==> src/rtl/sw_debounce_pkg.sv <==
// sw_debounce_pkg: shared types, defaults and helpers for the switch debouncer
package sw_debounce_pkg;
  typedef enum logic [1:0] {LOW, CNT_UP, HIGH, CNT_DN} chan_state_t;
  localparam int DEFAULT_DB_CYCLES = 500000;
  // Index of the lowest set bit; 0 when no bit is set (callers guard on that case).
  function automatic int lsb_idx(input logic [63:0] v);
    int r;
    r = 0;
    for (int i = 63; i >= 0; i--) if (v[i]) r = i;
    return r;
  endfunction
endpackage

==> src/rtl/debounce_chan.sv <==
// debounce_chan: one switch channel with 2-flop synchronizer, stability counter and committed level
// Ports: clk, rst (async, active-high); i_sw raw pin; o_sw_db committed level;
//        o_rise/o_fall one-cycle strobes with the commit; o_commit high in the cycle a commit is taken.
module debounce_chan
  import sw_debounce_pkg::*;
#(
  parameter int DB_CYCLES = DEFAULT_DB_CYCLES
) (
  input  logic clk,
  input  logic rst,
  input  logic i_sw,
  output logic o_sw_db,
  output logic o_rise,
  output logic o_fall,
  output logic o_commit
);
  localparam int CNT_W = $clog2(DB_CYCLES);
  logic r_s1, r_s2, r_sw_db, r_rise, r_fall;
  logic [CNT_W-1:0] r_cnt;
  chan_state_t r_state;
  logic w_done;
  assign w_done = r_cnt == CNT_W'(DB_CYCLES - 1);
  // Combinational so the top can mark the channel pending on the same edge sw_db changes.
  assign o_commit = w_done && ((r_state == CNT_UP && r_s2) || (r_state == CNT_DN && !r_s2));
  assign o_sw_db = r_sw_db;
  assign o_rise = r_rise;
  assign o_fall = r_fall;
  always_ff @(posedge clk or posedge rst) begin
    if (rst) begin
      r_s1 <= 1'b0;
      r_s2 <= 1'b0;
      r_sw_db <= 1'b0;
      r_rise <= 1'b0;
      r_fall <= 1'b0;
      r_cnt <= '0;
      r_state <= LOW;
    end else begin
      r_s1 <= i_sw;
      r_s2 <= r_s1;
      r_rise <= 1'b0;
      r_fall <= 1'b0;
      case (r_state)
        LOW: if (r_s2) begin
          r_state <= CNT_UP;
          r_cnt <= CNT_W'(1);
        end
        CNT_UP: if (!r_s2) begin
          r_state <= LOW;
          r_cnt <= '0;
        end else if (w_done) begin
          r_state <= HIGH;
          r_sw_db <= 1'b1;
          r_rise <= 1'b1;
          r_cnt <= '0;
        end else r_cnt <= r_cnt + CNT_W'(1);
        HIGH: if (!r_s2) begin
          r_state <= CNT_DN;
          r_cnt <= CNT_W'(1);
        end
        CNT_DN: if (r_s2) begin
          r_state <= HIGH;
          r_cnt <= '0;
        end else if (w_done) begin
          r_state <= LOW;
          r_sw_db <= 1'b0;
          r_fall <= 1'b1;
          r_cnt <= '0;
        end else r_cnt <= r_cnt + CNT_W'(1);
        default: r_state <= LOW;
      endcase
    end
  end
endmodule

==> src/rtl/sw_debounce.sv <==
// sw_debounce: debounced switch levels, edge strobes and a valid/ready change-event stream
// Ports: clk, rst (async, active-high); sw raw pins; sw_db/rise/fall per channel;
//        event_valid/event_ready handshake with event_idx/event_level; overrun sticky loss flag.
module sw_debounce
  import sw_debounce_pkg::*;
#(
  parameter int WIDTH = 8,
  parameter int DB_CYCLES = DEFAULT_DB_CYCLES,
  localparam int IDX_W = (WIDTH > 1) ? $clog2(WIDTH) : 1
) (
  input  logic             clk,
  input  logic             rst,
  input  logic [WIDTH-1:0] sw,
  output logic [WIDTH-1:0] sw_db,
  output logic [WIDTH-1:0] rise,
  output logic [WIDTH-1:0] fall,
  output logic             event_valid,
  input  logic             event_ready,
  output logic [IDX_W-1:0] event_idx,
  output logic             event_level,
  output logic             overrun
);
  logic [WIDTH-1:0] w_commit, w_clear, r_pending;
  logic [IDX_W-1:0] w_sel, r_event_idx;
  logic w_load, r_event_valid, r_event_level, r_overrun;
  for (genvar i = 0; i < WIDTH; i++) begin : g_chan
    debounce_chan #(.DB_CYCLES(DB_CYCLES)) u_chan (
      .clk(clk),
      .rst(rst),
      .i_sw(sw[i]),
      .o_sw_db(sw_db[i]),
      .o_rise(rise[i]),
      .o_fall(fall[i]),
      .o_commit(w_commit[i])
    );
  end
  assign w_load = !r_event_valid || event_ready;
  assign w_sel = IDX_W'(lsb_idx(64'(r_pending)));
  assign w_clear = (w_load && |r_pending) ? WIDTH'(1) << w_sel : '0;
  assign event_valid = r_event_valid;
  assign event_idx = r_event_idx;
  assign event_level = r_event_level;
  assign overrun = r_overrun;
  always_ff @(posedge clk or posedge rst) begin
    if (rst) begin
      r_pending <= '0;
      r_event_valid <= 1'b0;
      r_event_idx <= '0;
      r_event_level <= 1'b0;
      r_overrun <= 1'b0;
    end else begin
      // A commit landing on a bit being loaded this cycle re-arms it, so the newer change is kept.
      r_pending <= (r_pending & ~w_clear) | w_commit;
      if (|(w_commit & r_pending & ~w_clear)) r_overrun <= 1'b1;
      if (w_load) begin
        r_event_valid <= |r_pending;
        if (|r_pending) begin
          r_event_idx <= w_sel;
          r_event_level <= sw_db[w_sel];
        end
      end
    end
  end
endmodule

==> config.mk <==
export PLATFORM = sky130hd
export DESIGN_NAME = sw_debounce
export DESIGN_NICKNAME = d
export VERILOG_FILES = /design/src/rtl/sw_debounce_pkg.sv /design/src/rtl/debounce_chan.sv /design/src/rtl/sw_debounce.sv
export SDC_FILE = /design/constraint.sdc
export NUM_CORES = 1
export LEC_CHECK = 0
export CORE_MARGIN = 2
export CORE_UTILIZATION = 44
export DETAILED_ROUTE_END_ITERATION = 8
export PLACE_DENSITY = 0.72
export SLEW_MARGIN = 20
export SYNTH_ARGS = -nofsm -noshare
export SYNTH_HDL_FRONTEND = slang
export SYNTH_SLANG_ARGS = --single-unit
==> constraint.sdc <==
create_clock -name clk -period 10.2 [get_ports clk]
set_input_delay 1.53 -clock clk [delete_from_list [all_inputs] [get_ports clk]]
set_output_delay 1.53 -clock clk [all_outputs]
set_load 0.005 [all_outputs]
==> results.py <==
metrics = {
    "route": {
        "met3_length_mm": 1.20,
        "drtPass1Iterations": 5,
        "dr_wl_met2_mm": 11.3,
        "routed.top_layer": "met4",
        "drtIter0Drc": 726,
        "post-route-drc-count": 0,
        "ant_nets": 0,
        "totalWireLength_mm": 25.1,
        "m1WireLength_mm": 11.9,
        "avgRoutedWirePerCell_microns": 15.6,
        "viasPerCell": 5.91,
        "dr_total_vias": 9479,
    },
    "sta": {
        "slew_headroom_pct": 29.1,
        "finalMaxSlewViolations": 0,
        "skew_ps": 17.8,
        "setup_violations": 0,
        "fin_crit_sh_pct": 31.7,
        "rsz0062_at_grt": "false",
        "worst_pin_slew_ps": 1060,
        "fin_tns_setup_ps": 0,
        "finalHoldViolCount": 0,
        "timing.final.crit_period_ps": 3240,
        "fmax_mhz": 309,
    },
    "clock_network": {
        "post_cts_buffers": 0,
        "cts_max_level": 1,
        "cts_max_path_buffers": 3,
        "insertion_delay_ps": 530,
        "cts_tree": "done",
        "cts_root_buffer": "clkbuf_16",
        "cts-buffers-inserted": 26,
        "path_clk_slew_ps": 60,
        "cts_hold_buf": 0,
        "cts-resized-gates": 0,
        "cts_sinks": 222,
    },
    "critical_path": {
        "worstPathMaxFanout": 6,
        "required_ps": 10610,
        "path_class": "in -> reg",
        "worst-r2r-cell-count": 6,
        "crit_path_end_kind": "flip-flop",
        "arrival_ps": 3640,
        "cp-start-kind": "input pin",
    },
    "synth": {
        "postSynthCellCount": 1244,
        "synth_async_sr_flop_share_pct": 100,
        "syn-mean-instance-area_sq_um": 9.32,
        "synth-main-ff-cell": "dfrtp_1",
        "synth_edf_count": 0,
        "ys_types": 76,
        "synth_fp_nets": 1263,
        "synth_area_sq_um": 11600,
        "ys_ff_latch": 222,
        "seq_area_frac_synth_pct": 47.9,
        "yosysWarnings": 0,
    },
    "min_path": {
        "hold_path_class": "reg -> reg",
        "whs_path_depth": 0,
    },
    "floorplanning": {
        "start_util_pct": 44.6,
        "die_h_microns": 166,
        "rows": 59,
        "die-area_sq_um": 27700,
        "core_sq_um": 26000,
        "dieWidth_microns": 166,
        "num_io_pins": 41,
    },
    "run_status": {
        "status": "finished, final reports clean",
    },
    "grt": {
        "antenna_found_initial": 0,
        "overflow": 0,
        "grt_max_degree": 101,
        "grt_pass1_wl_mm": 42.7,
        "grtUsageTotal_pct": 18.0,
        "grt_pass1_vias": 8734,
    },
    "placed_design": {
        "gp_congestion": 0.830,
        "hpwl_mm": 16.9,
        "place_area_sq_um": 12100,
        "numPortBuffers": 40,
    },
    "finish": {
        "final_area_sq_um": 13000,
        "area_delta_synth_final_pct": 12.2,
        "diodes": 0,
        "fin_util_pct": 50.1,
        "nNetsFinal": 1269,
        "drive_gt1_share_pct": 7.32,
    },
    "power_and_ir_drop": {
        "power_leakage_nw": 5.44,
        "peakVddDrop_mv": 0.136,
        "power_density_nw_per_um2": 161,
    },
    "job": {
        "drv_cap": 0,
    },
}
[metrics by stage]
stage               hold WS [ps]  cells  total power [mW]  worst slack [ps]
floorplan                    331   1244              1.07              2590
global placement             334   1557              1.11              6560
detailed placement           335   1557              1.12              6540
CTS                          342   1605              2.12              7030
global route                 343   1605              2.19              6900
finish                       342   1605              2.10              6960
[final timing paths]
path                                      startpoint                         end  slack, ps
max                                      event_ready                     overrun       6960
min                            g_chan[6].u_chan.r_s1       g_chan[6].u_chan.r_s2        340
max reg2reg                g_chan[1].u_chan.r_cnt[0]  g_chan[1].u_chan.r_cnt[14]       7730
min reg2reg                    g_chan[6].u_chan.r_s1       g_chan[6].u_chan.r_s2        340
max in group asynchronous                        rst   g_chan[3].u_chan.r_cnt[4]       7320
min in group asynchronous                        rst     g_chan[5].u_chan.o_rise       1530
[registers in the layout, summed over array words and instances (netlist names), named ones only]
signal,count
g_chan.u_chan.r_cnt,152
g_chan.u_chan.o_fall,8
g_chan.u_chan.o_rise,8
g_chan.u_chan.o_sw_db,8
g_chan.u_chan.r_s1,8
g_chan.u_chan.r_s2,8
g_chan.u_chan.r_state,8
r_pending,8
event_idx,3
event_level,1
event_valid,1
overrun,1
[kinds of logic (layout without fill, tap and decap cells)]
kind of cell | after synthesis | count (layout) | synth area share, %
XOR/XNOR | 28 | 28 | 2.11
flip-flops | 222 | 222 | 47.9
adder cells (fa/ha/maj) | 8 | 8 | 0.863
AO/OA/AOI/OAI | 336 | 336 | 18.5
AND/OR/NAND/NOR | 530 | 530 | 24.5
multiplexers | 15 | 15 | 1.35
buffers and inverters | 105 | 131 | 4.77
[cells in the mapped netlist, drive strengths merged (4+ instances only)]
library cell / count / area (sq um)
a21o: 16 / 129
a21oi: 80 / 419
a22o: 20 / 175
a22oi: 4 / 30.0
a31oi: 70 / 438
a41oi: 13 / 114
and2: 11 / 68.8
and3: 22 / 138
and4: 11 / 96.3
buf: 47 / 335
clkbuf: 22 / 82.6
dfrtp: 222 / 5560
ha: 8 / 100
inv: 36 / 135
mux2: 5 / 56.3
mux2i: 10 / 100
nand2: 134 / 503
nand2b: 29 / 181
nand3: 88 / 440
nand4: 36 / 225
nor2: 79 / 297
nor2b: 5 / 31.3
nor3: 22 / 110
nor3b: 6 / 45.0
nor4: 31 / 267
nor4b: 5 / 43.8
o211ai: 6 / 50.1
o21a: 6 / 45.0
o21ai: 79 / 395
o22ai: 4 / 25.0
o31ai: 11 / 82.6
or2: 15 / 93.8
or3: 10 / 62.6
or4: 11 / 93.8
or4b: 4 / 43.8
xnor2: 8 / 70.1
xor2: 20 / 175
[power breakdown]
group	internal (mW)	leakage, nW	switching, mW	total, mW
Combinational	0.0588	1.97	0.0921	0.151
Sequential	0.911	3.01	0.0409	0.951
Clock	0.616	0.459	0.379	0.995
Total	1.59	5.44	0.512	2.10
[critical path, stage by stage]
cell             delay (ps)
clkdlybuf4s50_1         530
nor2b_1                 160
o41ai_1                 500
nor4_1                  110
a2111oi_1               350
or4b_1                  460
[routing by layer]
layer  track usage [%]  vias to the layer above
li1                  -                     4619
met1              25.6                     4600
met2              28.2                      212
met3              3.03                       48
met4              5.55                        0
met5                 0                        -
[placed cells by master, fill, tap and decap left out, types with 35 or more instances in the layout]
cell type,instances
dfrtp_1,222
nand2_1,134
nand3_1,88
nor2_1,79
o21ai_0,75
a21oi_1,75
a31oi_1,69
clkdlybuf4s50_1,40
nand4_1,36
inv_1,35
[layout make-up]
| cell class | instances | area (sq um) |
|---|---|---|
| clock buffer | 33 | 737 |
| clock inverter | 15 | 208 |
| fill | 2410 | 13000 |
| inverter | 36 | 143 |
| multi-input combinational | 917 | 5490 |
| sequential | 222 | 5560 |
| tap | 335 | 419 |
| timing repair buffer | 47 | 453 |
Power figures use the tool's default switching activity.
